File: config.mk
export PLATFORM = sky130hd
export DESIGN_NAME = sweep_cmd_decoder_flat
export DESIGN_NICKNAME = d
export VERILOG_FILES = /design/src/rtl/sweep_cmd_pkg.sv /design/src/rtl/sweep_cmd_decoder_if.sv /design/src/rtl/sweep_cmd_decoder.sv /design/src/flat_wrapper.sv
export SDC_FILE = /design/constraint.sdc
export NUM_CORES = 1
export LEC_CHECK = 0
export ABC_AREA = 1
export CAP_MARGIN = 20
export CORE_MARGIN = 2
export CORE_UTILIZATION = 45
export DETAILED_ROUTE_END_ITERATION = 8
export PLACE_DENSITY = 0.73
export SLEW_MARGIN = 20
export SYNTH_ARGS = -nofsm -noshare
export SYNTH_HDL_FRONTEND = slang
export SYNTH_SLANG_ARGS = --single-unit
File: constraint.sdc
create_clock -name Clk -period 2.7 [get_ports Clk]
set_input_delay 0.54 -clock Clk [delete_from_list [all_inputs] [get_ports Clk]]
set_output_delay 0.54 -clock Clk [all_outputs]
set_load 0.005 [all_outputs]
File: src/rtl/sweep_cmd_pkg.sv
// Shared constants for the sweep/SCurve command decoder: command addresses,
// FSM state encoding and echo status word layout.
`timescale 1ns/1ps
package sweep_cmd_pkg;

  localparam logic [7:0] ADDR_MODE     = 8'h10;
  localparam logic [7:0] ADDR_CHMASK   = 8'h11;
  localparam logic [7:0] ADDR_DISCRI   = 8'h12;
  localparam logic [7:0] ADDR_CTEST    = 8'h13;
  localparam logic [7:0] ADDR_SINGLE   = 8'h14;
  localparam logic [7:0] ADDR_FLAGS    = 8'h15;
  localparam logic [7:0] ADDR_SCLOAD   = 8'h20;
  localparam logic [7:0] ADDR_RUN      = 8'h21;
  localparam logic [7:0] ADDR_DAC0     = 8'h80;
  localparam logic [7:0] ADDR_DAC1     = 8'h81;
  localparam logic [7:0] ADDR_DAC2     = 8'h82;
  localparam logic [7:0] ADDR_STARTDAC = 8'h83;
  localparam logic [7:0] ADDR_ENDDAC   = 8'h84;
  localparam logic [7:0] ADDR_MAXPKG   = 8'h85;
  localparam logic [7:0] ADDR_CPTMAX   = 8'h86;
  localparam logic [7:0] ADDR_CNTMAX   = 8'h87;

  localparam int unsigned CMD_W         = 16;
  localparam int unsigned ECHO_OK_BIT   = 14;
  localparam int unsigned ECHO_ADDR_LSB = 0;
  localparam int unsigned ECHO_ADDR_W   = 8;

  typedef enum logic [2:0] {
    IDLE  = 3'd0,
    HDR   = 3'd1,
    PWAIT = 3'd2,
    PAY   = 3'd3,
    EXEC  = 3'd4
  } cmdStateT;

  // Status word {1'b0, ok, 6'b0, addr}
  function automatic logic [CMD_W-1:0] echoWord(input logic ok, input logic [7:0] addr);
    logic [CMD_W-1:0] w;
    w = '0;
    w[ECHO_OK_BIT] = ok;
    w[ECHO_ADDR_LSB +: ECHO_ADDR_W] = addr;
    return w;
  endfunction

endpackage

File: src/rtl/sweep_cmd_decoder_if.sv
// Command FIFO read port and echo status port between the USB FIFOs and the decoder.
`timescale 1ns/1ps
interface sweep_cmd_decoder_if;
  logic        CmdFifoEmpty;
  logic [15:0] CmdFifoData;
  logic        CmdFifoRdEn;
  logic [15:0] EchoData;
  logic        EchoData_en;

  modport master (
    output CmdFifoEmpty, CmdFifoData,
    input  CmdFifoRdEn, EchoData, EchoData_en
  );

  modport slave (
    input  CmdFifoEmpty, CmdFifoData,
    output CmdFifoRdEn, EchoData, EchoData_en
  );
endinterface

File: src/rtl/sweep_cmd_decoder.sv
// Decodes host command words into sweep/SCurve parameters and start strobes.
// Optional CMD_ECHO_EN: emit one status word per command (and per payload timeout).
`timescale 1ns/1ps
module sweep_cmd_decoder
  import sweep_cmd_pkg::*;
#(
  parameter int unsigned TIMEOUT_CYCLES  = 1024,
  parameter logic [15:0] CPT_MAX_RST     = 16'd100,
  parameter logic [15:0] COUNTER_MAX_RST = 16'd5000
) (
  input  logic                Clk,
  input  logic                reset_n,
  sweep_cmd_decoder_if.slave  cmdBus,
  input  logic                SweepTestDone,
  output logic [1:0]          ModeSelect,
  output logic [9:0]          Dac0,
  output logic [9:0]          Dac1,
  output logic [9:0]          Dac2,
  output logic [6:0]          ChannelMask,
  output logic [1:0]          DiscriMask,
  output logic [6:0]          CTestChannel,
  output logic                ScOrReadreg,
  output logic                ScParamLoad,
  output logic                SweepStart,
  output logic [9:0]          StartDac,
  output logic [9:0]          EndDac,
  output logic [15:0]         MaxPackageNumber,
  output logic [15:0]         CptMax,
  output logic [15:0]         CounterMax,
  output logic                TrigEffiOrCountEffi,
  output logic                SingleOr64Chn,
  output logic                CTestOrInput,
  output logic [5:0]          SingleTestChannel,
  output logic [7:0]          ErrorCount
);

  localparam int unsigned TMO_W = $clog2(TIMEOUT_CYCLES) + 1;

  cmdStateT         state, nextState;
  logic [7:0]       hdrAddr;
  logic [7:0]       cmdAddr;
  logic [TMO_W-1:0] tmoCnt;
  logic             rdEn_c;
  logic             execStb;
  logic             tmoHit;
  logic             execOk;
  logic             running;

  assign cmdBus.CmdFifoRdEn = rdEn_c;
  // A done pulse in the execute cycle frees the run before the command is judged
  assign running = SweepStart & ~SweepTestDone;
  assign cmdAddr = (state == HDR) ? cmdBus.CmdFifoData[15:8] : hdrAddr;

  always_ff @(posedge Clk or negedge reset_n) begin
    if (!reset_n) state <= IDLE;
    else          state <= nextState;
  end

  always_comb begin
    nextState = state;
    rdEn_c    = 1'b0;
    execStb   = 1'b0;
    tmoHit    = 1'b0;
    case (state)
      IDLE: begin
        if (!cmdBus.CmdFifoEmpty) begin
          rdEn_c    = 1'b1;
          nextState = HDR;
        end
      end
      HDR: begin
        if (cmdBus.CmdFifoData[15]) begin
          nextState = PWAIT;
        end else begin
          execStb   = 1'b1;
          nextState = EXEC;
        end
      end
      PWAIT: begin
        if (!cmdBus.CmdFifoEmpty) begin
          rdEn_c    = 1'b1;
          nextState = PAY;
        end else if (tmoCnt == TMO_W'(TIMEOUT_CYCLES - 1)) begin
          tmoHit    = 1'b1;
          nextState = IDLE;
        end
      end
      PAY: begin
        execStb   = 1'b1;
        nextState = EXEC;
      end
      EXEC:    nextState = IDLE;
      default: nextState = IDLE;
    endcase
  end

  // Accept/reject decision for the word currently on CmdFifoData
  always_comb begin
    execOk = 1'b0;
    case (cmdAddr)
      ADDR_MODE, ADDR_CHMASK, ADDR_DISCRI, ADDR_CTEST, ADDR_SINGLE, ADDR_FLAGS,
      ADDR_MAXPKG, ADDR_CPTMAX, ADDR_CNTMAX:
        execOk = 1'b1;
      ADDR_SCLOAD, ADDR_DAC0, ADDR_DAC1, ADDR_DAC2, ADDR_STARTDAC, ADDR_ENDDAC:
        execOk = ~running;
      ADDR_RUN:
        execOk = cmdBus.CmdFifoData[0] ? (~running && (StartDac <= EndDac)) : 1'b1;
      default:
        execOk = 1'b0;
    endcase
  end

  always_ff @(posedge Clk or negedge reset_n) begin
    if (!reset_n) begin
      hdrAddr             <= '0;
      tmoCnt              <= '0;
      ModeSelect          <= '0;
      Dac0                <= '0;
      Dac1                <= '0;
      Dac2                <= '0;
      ChannelMask         <= '0;
      DiscriMask          <= '0;
      CTestChannel        <= '0;
      ScOrReadreg         <= 1'b0;
      ScParamLoad         <= 1'b0;
      SweepStart          <= 1'b0;
      StartDac            <= '0;
      EndDac              <= '0;
      MaxPackageNumber    <= '0;
      CptMax              <= CPT_MAX_RST;
      CounterMax          <= COUNTER_MAX_RST;
      TrigEffiOrCountEffi <= 1'b0;
      SingleOr64Chn       <= 1'b0;
      CTestOrInput        <= 1'b0;
      SingleTestChannel   <= '0;
      ErrorCount          <= '0;
    end else begin
      ScParamLoad <= 1'b0;
      SweepStart  <= SweepStart & ~SweepTestDone;

      if (state == HDR) begin
        hdrAddr <= cmdBus.CmdFifoData[15:8];
        tmoCnt  <= '0;
      end else if (state == PWAIT && cmdBus.CmdFifoEmpty) begin
        tmoCnt <= tmoCnt + TMO_W'(1);
      end

      if (((execStb && !execOk) || tmoHit) && ErrorCount != 8'hFF)
        ErrorCount <= ErrorCount + 8'd1;

      if (execStb && execOk) begin
        case (cmdAddr)
          ADDR_MODE:     ModeSelect        <= cmdBus.CmdFifoData[1:0];
          ADDR_CHMASK:   ChannelMask       <= cmdBus.CmdFifoData[6:0];
          ADDR_DISCRI:   DiscriMask        <= cmdBus.CmdFifoData[1:0];
          ADDR_CTEST:    CTestChannel      <= cmdBus.CmdFifoData[6:0];
          ADDR_SINGLE:   SingleTestChannel <= cmdBus.CmdFifoData[5:0];
          ADDR_FLAGS: begin
            TrigEffiOrCountEffi <= cmdBus.CmdFifoData[0];
            SingleOr64Chn       <= cmdBus.CmdFifoData[1];
            CTestOrInput        <= cmdBus.CmdFifoData[2];
            ScOrReadreg         <= cmdBus.CmdFifoData[3];
          end
          ADDR_SCLOAD:   ScParamLoad      <= 1'b1;
          ADDR_RUN:      SweepStart       <= cmdBus.CmdFifoData[0];
          ADDR_DAC0:     Dac0             <= cmdBus.CmdFifoData[9:0];
          ADDR_DAC1:     Dac1             <= cmdBus.CmdFifoData[9:0];
          ADDR_DAC2:     Dac2             <= cmdBus.CmdFifoData[9:0];
          ADDR_STARTDAC: StartDac         <= cmdBus.CmdFifoData[9:0];
          ADDR_ENDDAC:   EndDac           <= cmdBus.CmdFifoData[9:0];
          ADDR_MAXPKG:   MaxPackageNumber <= cmdBus.CmdFifoData;
          ADDR_CPTMAX:   CptMax           <= cmdBus.CmdFifoData;
          ADDR_CNTMAX:   CounterMax       <= cmdBus.CmdFifoData;
          default: ;
        endcase
      end
    end
  end

`ifdef CMD_ECHO_EN
  logic [15:0] echoData;
  logic        echoEn;

  // Status word lands in the EXEC cycle (or the IDLE cycle after a timeout)
  always_ff @(posedge Clk or negedge reset_n) begin
    if (!reset_n) begin
      echoData <= '0;
      echoEn   <= 1'b0;
    end else begin
      echoEn <= execStb | tmoHit;
      if (execStb || tmoHit) echoData <= echoWord(execStb & execOk, cmdAddr);
    end
  end

  assign cmdBus.EchoData    = echoData;
  assign cmdBus.EchoData_en = echoEn;
`else
  assign cmdBus.EchoData    = '0;
  assign cmdBus.EchoData_en = 1'b0;
`endif

endmodule

File: src/flat_wrapper.sv
// flat-port wrapper written by rule: the top's interface ports become plain ports
module sweep_cmd_decoder_flat import sweep_cmd_pkg::*;
#(
  parameter int unsigned TIMEOUT_CYCLES  = 1024,
  parameter logic [15:0] CPT_MAX_RST     = 16'd100,
  parameter logic [15:0] COUNTER_MAX_RST = 16'd5000
)
  (Clk, reset_n, SweepTestDone, ModeSelect, Dac0, Dac1, Dac2, ChannelMask, DiscriMask, CTestChannel, ScOrReadreg, ScParamLoad, SweepStart, StartDac, EndDac, MaxPackageNumber, CptMax, CounterMax, TrigEffiOrCountEffi, SingleOr64Chn, CTestOrInput, SingleTestChannel, ErrorCount, cmdBus_CmdFifoEmpty, cmdBus_CmdFifoData, cmdBus_CmdFifoRdEn, cmdBus_EchoData, cmdBus_EchoData_en);
  sweep_cmd_decoder_if cmdBus_i ();
  input  logic Clk;
  input  logic reset_n;
  input  logic SweepTestDone;
  output logic [1:0] ModeSelect;
  output logic [9:0] Dac0;
  output logic [9:0] Dac1;
  output logic [9:0] Dac2;
  output logic [6:0] ChannelMask;
  output logic [1:0] DiscriMask;
  output logic [6:0] CTestChannel;
  output logic ScOrReadreg;
  output logic ScParamLoad;
  output logic SweepStart;
  output logic [9:0] StartDac;
  output logic [9:0] EndDac;
  output logic [15:0] MaxPackageNumber;
  output logic [15:0] CptMax;
  output logic [15:0] CounterMax;
  output logic TrigEffiOrCountEffi;
  output logic SingleOr64Chn;
  output logic CTestOrInput;
  output logic [5:0] SingleTestChannel;
  output logic [7:0] ErrorCount;
  input wire logic [$bits(cmdBus_i.CmdFifoEmpty)-1:0] cmdBus_CmdFifoEmpty;
  input wire logic [$bits(cmdBus_i.CmdFifoData)-1:0] cmdBus_CmdFifoData;
  output wire logic [$bits(cmdBus_i.CmdFifoRdEn)-1:0] cmdBus_CmdFifoRdEn;
  output wire logic [$bits(cmdBus_i.EchoData)-1:0] cmdBus_EchoData;
  output wire logic [$bits(cmdBus_i.EchoData_en)-1:0] cmdBus_EchoData_en;
  assign cmdBus_i.CmdFifoEmpty = cmdBus_CmdFifoEmpty;
  assign cmdBus_i.CmdFifoData = cmdBus_CmdFifoData;
  assign cmdBus_CmdFifoRdEn = cmdBus_i.CmdFifoRdEn;
  assign cmdBus_EchoData = cmdBus_i.EchoData;
  assign cmdBus_EchoData_en = cmdBus_i.EchoData_en;
  sweep_cmd_decoder #(.TIMEOUT_CYCLES(TIMEOUT_CYCLES), .CPT_MAX_RST(CPT_MAX_RST), .COUNTER_MAX_RST(COUNTER_MAX_RST)) u_core (.Clk(Clk), .reset_n(reset_n), .cmdBus(cmdBus_i), .SweepTestDone(SweepTestDone), .ModeSelect(ModeSelect), .Dac0(Dac0), .Dac1(Dac1), .Dac2(Dac2), .ChannelMask(ChannelMask), .DiscriMask(DiscriMask), .CTestChannel(CTestChannel), .ScOrReadreg(ScOrReadreg), .ScParamLoad(ScParamLoad), .SweepStart(SweepStart), .StartDac(StartDac), .EndDac(EndDac), .MaxPackageNumber(MaxPackageNumber), .CptMax(CptMax), .CounterMax(CounterMax), .TrigEffiOrCountEffi(TrigEffiOrCountEffi), .SingleOr64Chn(SingleOr64Chn), .CTestOrInput(CTestOrInput), .SingleTestChannel(SingleTestChannel), .ErrorCount(ErrorCount));
endmodule
==> reports/metrics.csv <==
metric,value,unit
measured slew at the worst slew-check pin,0.790,ns
"Setup violations, final",0,
Final Cycle Share,93.4,%
worst reg2reg startpoint,u_core.state[1],
count of TritonRoute iterations in the first routing pass,5,
count of non-filler cells in the finished layout,1339,
RSZ-0062 raised after global routing,false,
synth warn,0,
maximum achievable frequency,397,MHz
"setup slack, reg-to-reg",0.18,ns
CTS hold repair buffers,0,
aggregate global routing overflow,0,
post-placement cell count,1305,
number of DRC markers in iteration 0,458,
diode count,0,
Vias per Instance,4.91,
Avg WL per Cell,15.4,um
final sum of negative setup slack,0,ns
data required time at the worst endpoint,3.01,ns
RD Place Congestion,0.880,
Port Buffers,156,
Layout Skew,0.00740,ns
estimated wirelength of the detail-placed design,14.5,mm
Num CTS Buffers,17,
proportion of synthesized chip area in sequential cells,54.1,%
maximum fanout along the worst path,16,
footprint of the flip-flops and latches,3960,um2
clock-pin slew on the worst setup and hold paths,0.06,ns
length in cells of the worst reg-to-reg path,17,
nature of the critical path startpoint,flip-flop,
starting utilization of the core area,46.1,%
number of hold violations in the final report,0,
total clock sinks,158,
Core Footprint,15900,um2
vertical die dimension,132,um
count of maximum capacitance violations,0,
maximum VDD drop,0.000448,V
"Min Clock Period, post-route",2.52,ns
average cell area after synthesis,8.11,um2
PD cells,636,nW/um2
worst-case clock buffer depth,2,
antenna violations before repair,1,
headroom to the max-slew limit,47.2,%
gate count of the mapped netlist,903,
count of H-tree levels built during CTS,4,
routed wire length,20.6,mm
Final Total Pwr,6.46,mW
number of fill cells,1356,
count of unique library cells instantiated by Yosys,34,
latest clock arrival within the worst-skew pair,0.42,ns
Setup WS post-layout,0.179,ns
number of nets in the finished design,1142,
Worst Path Arrival,2.83,ns
standard-cell row count,46,
class of the most critical setup path,reg2reg,
result of the run,completed,
maximum number of pins on one net before global-route repair,65,
number of top-level pins,174,
CTS Root Buffer Type,clkbuf_16,
static leakage power,5.19,nW
mapped cell area,7320,um2
multi-input gate area in the final layout,2890,um2
worst slack at placement,-0.158,ns
Critical R2R Capture,u_core.CptMax[15],
wire length of the first global-routing pass,33.5,mm
CTS tree,done,
post-detailed-route count of antenna-violating nets,0,
horizontal die dimension,132,um
share of cells above drive strength 1,12.7,%
combined global-route utilization of all metal layers,24.5,%
number of global-route vias before repair,6469,
endpoint type of the worst setup path,flip-flop,
area enclosed by the die boundary,17300,um2
synth-to-layout area growth,38.8,%
final count of pins violating max slew,0,
final routed DRC violation total,0,
path type of the worst min-delay path,in2async,
flop and latch count out of synthesis,158,
routed via count,6571,
utilization after layout,64.0,%
==> final cells by class <==
class	count	share of cell area, %
clock buffers	21	4.53
clock inverters	11	1.38
inverters	70	2.59
multi-input cells	644	28.4
flip-flops and latches	158	39.0
well taps	216	2.66
repair buffers	219	21.4
==> worst max-delay path: stages (launching register included) <==
cell	delay, ns
dfrtp_1	0.43
nor2_4	0.19
buf_4	0.14
buf_4	0.10
nand3b_1	0.09
nand2_2	0.12
nand2_1	0.11
nor2_2	0.17
nand2_1	0.11
nand3_1	0.13
nor2_2	0.06
nand2_2	0.07
nand2_2	0.08
inv_2	0.12
buf_12	0.16
nand2_4	0.14
nand2_1	0.10
nand2_1	0.06
==> power by group <==
group / switching [mW] / leakage (nW) / internal [mW]
Combinational: 0.812 / 2.86 / 0.559
Clock: 0.944 / 0.285 / 1.50
Sequential: 0.122 / 2.05 / 2.53
==> how the worst max path moves through the flow <==
| stage | from | endpoint | slack [ns] | cells past startpoint |
|---|---|---|---|---|
| floorplan | cmdBus_CmdFifoData[9] | u_core.CptMax[10] | 0.36 | 18 |
| global placement | cmdBus_CmdFifoData[14] | u_core.CTestChannel[4] | -0.09 | 17 |
| detailed placement | cmdBus_CmdFifoData[14] | u_core.CTestChannel[6] | -0.16 | 17 |
| CTS | u_core.state[2] | u_core.ChannelMask[1] | 0.07 | 18 |
| global route | u_core.state[1] | u_core.CptMax[7] | 0.01 | 19 |
| finish | u_core.state[1] | u_core.CptMax[15] | 0.18 | 17 |
==> registers in the layout, indices dropped and copies added (netlist names), 6 cells and up <==
signal / count
u_core.CTestChannel: 7
u_core.MaxPackageNumber: 16
u_core.CounterMax: 16
u_core.tmoCnt: 11
u_core.Dac1: 10
u_core.SingleTestChannel: 6
u_core.StartDac: 10
u_core.EndDac: 10
u_core.Dac2: 10
u_core.ErrorCount: 8
u_core.Dac0: 10
u_core.hdrAddr: 8
u_core.ChannelMask: 7
u_core.CptMax: 16
==> cell usage after synthesis <==
master    instances  area share, %
a211oi_1          1           0.10
a21oi_1          10           0.68
and2_1            1          0.085
buf_2             6           0.41
buf_4            21            2.2
buf_6             5           0.77
buf_8             1           0.20
clkbuf_1         13           0.67
clkbuf_2          1          0.068
conb_1            1          0.051
dfrtp_1         150             51
dfstp_2           8            2.9
ha_1             12            2.1
inv_1            66            3.4
inv_2             4           0.20
nand2_1         428             22
nand2_2           8           0.68
nand2_4           5           0.77
nand3_1          70            4.8
nand3b_1          8           0.82
nand4_1           6           0.51
nor2_1           38            1.9
nor2_2            7           0.60
nor2_4            4           0.62
nor3_1            9           0.62
nor3_2            2           0.27
nor3b_1           1           0.10
nor4_1            3           0.26
o211ai_1          1           0.10
o21a_1            1           0.10
o21ai_0           8           0.55
o21ai_1           2           0.14
o31ai_1           1           0.10
xor2_1            1           0.12
==> metrics by stage <==
stage / instance area (um2) / hold WS [ns]
3_5_place_dp: 9500 / 0.457
2_1_floorplan: 7380 / 0.244
4_1_cts: 10100 / 0.109
6_report: 10200 / 0.0926
3_3_place_gp: 9500 / 0.451
5_1_grt: 10200 / 0.130
==> cell usage in the layout, fill, tap and decap left out, types with 4 or more instances in the layout <==
master,synthesis,layout
buf_12,0,11
clkdlybuf4s50_1,0,155
nand4_1,6,6
clkinvlp_4,0,4
nor2_1,38,32
buf_4,21,51
nand3b_1,8,8
ha_1,12,12
dfstp_2,8,8
a21oi_1,10,10
nor2_2,7,12
inv_1,66,66
nand3_1,70,70
nand2_4,5,7
nand2_1,428,423
o21ai_0,8,8
clkinv_2,0,4
dfrtp_1,150,150
conb_1,1,17
nor2_4,4,5
nand2_2,8,11
nor3_1,9,9
clkbuf_16,0,17
inv_2,4,4
==> layer usage <==
metal | global-route usage [%] | share of wire [%] | routed length [um]
met4 | 6.52 | 1.4 | 284
met3 | 5.98 | 6.1 | 1270
met2 | 40.0 | 48 | 9930
met1 | 32.9 | 44 | 9140
met5 | 0 | 0 | 0
==> kinds of logic after synthesis <==
logic type	after synthesis	synth area share, %
AND/OR/NAND/NOR	590	34.0
flip-flops	158	54.1
buffers and inverters	117	7.86
AO/OA/AOI/OAI	24	1.78
adder cells (fa/ha/maj)	12	2.05
XOR/XNOR	1	0.120
other	1	0.0512
==> timing repair <==
action / in CTS / in global routing
setup endpoints to repair: 15 / 126
pin swaps: 0 / 2
buffers inserted: 0 / 2
hold endpoints to repair: 0 / 0
gates resized for setup: 1 / 14
Note: power is estimated with default switching activity, not from simulation.
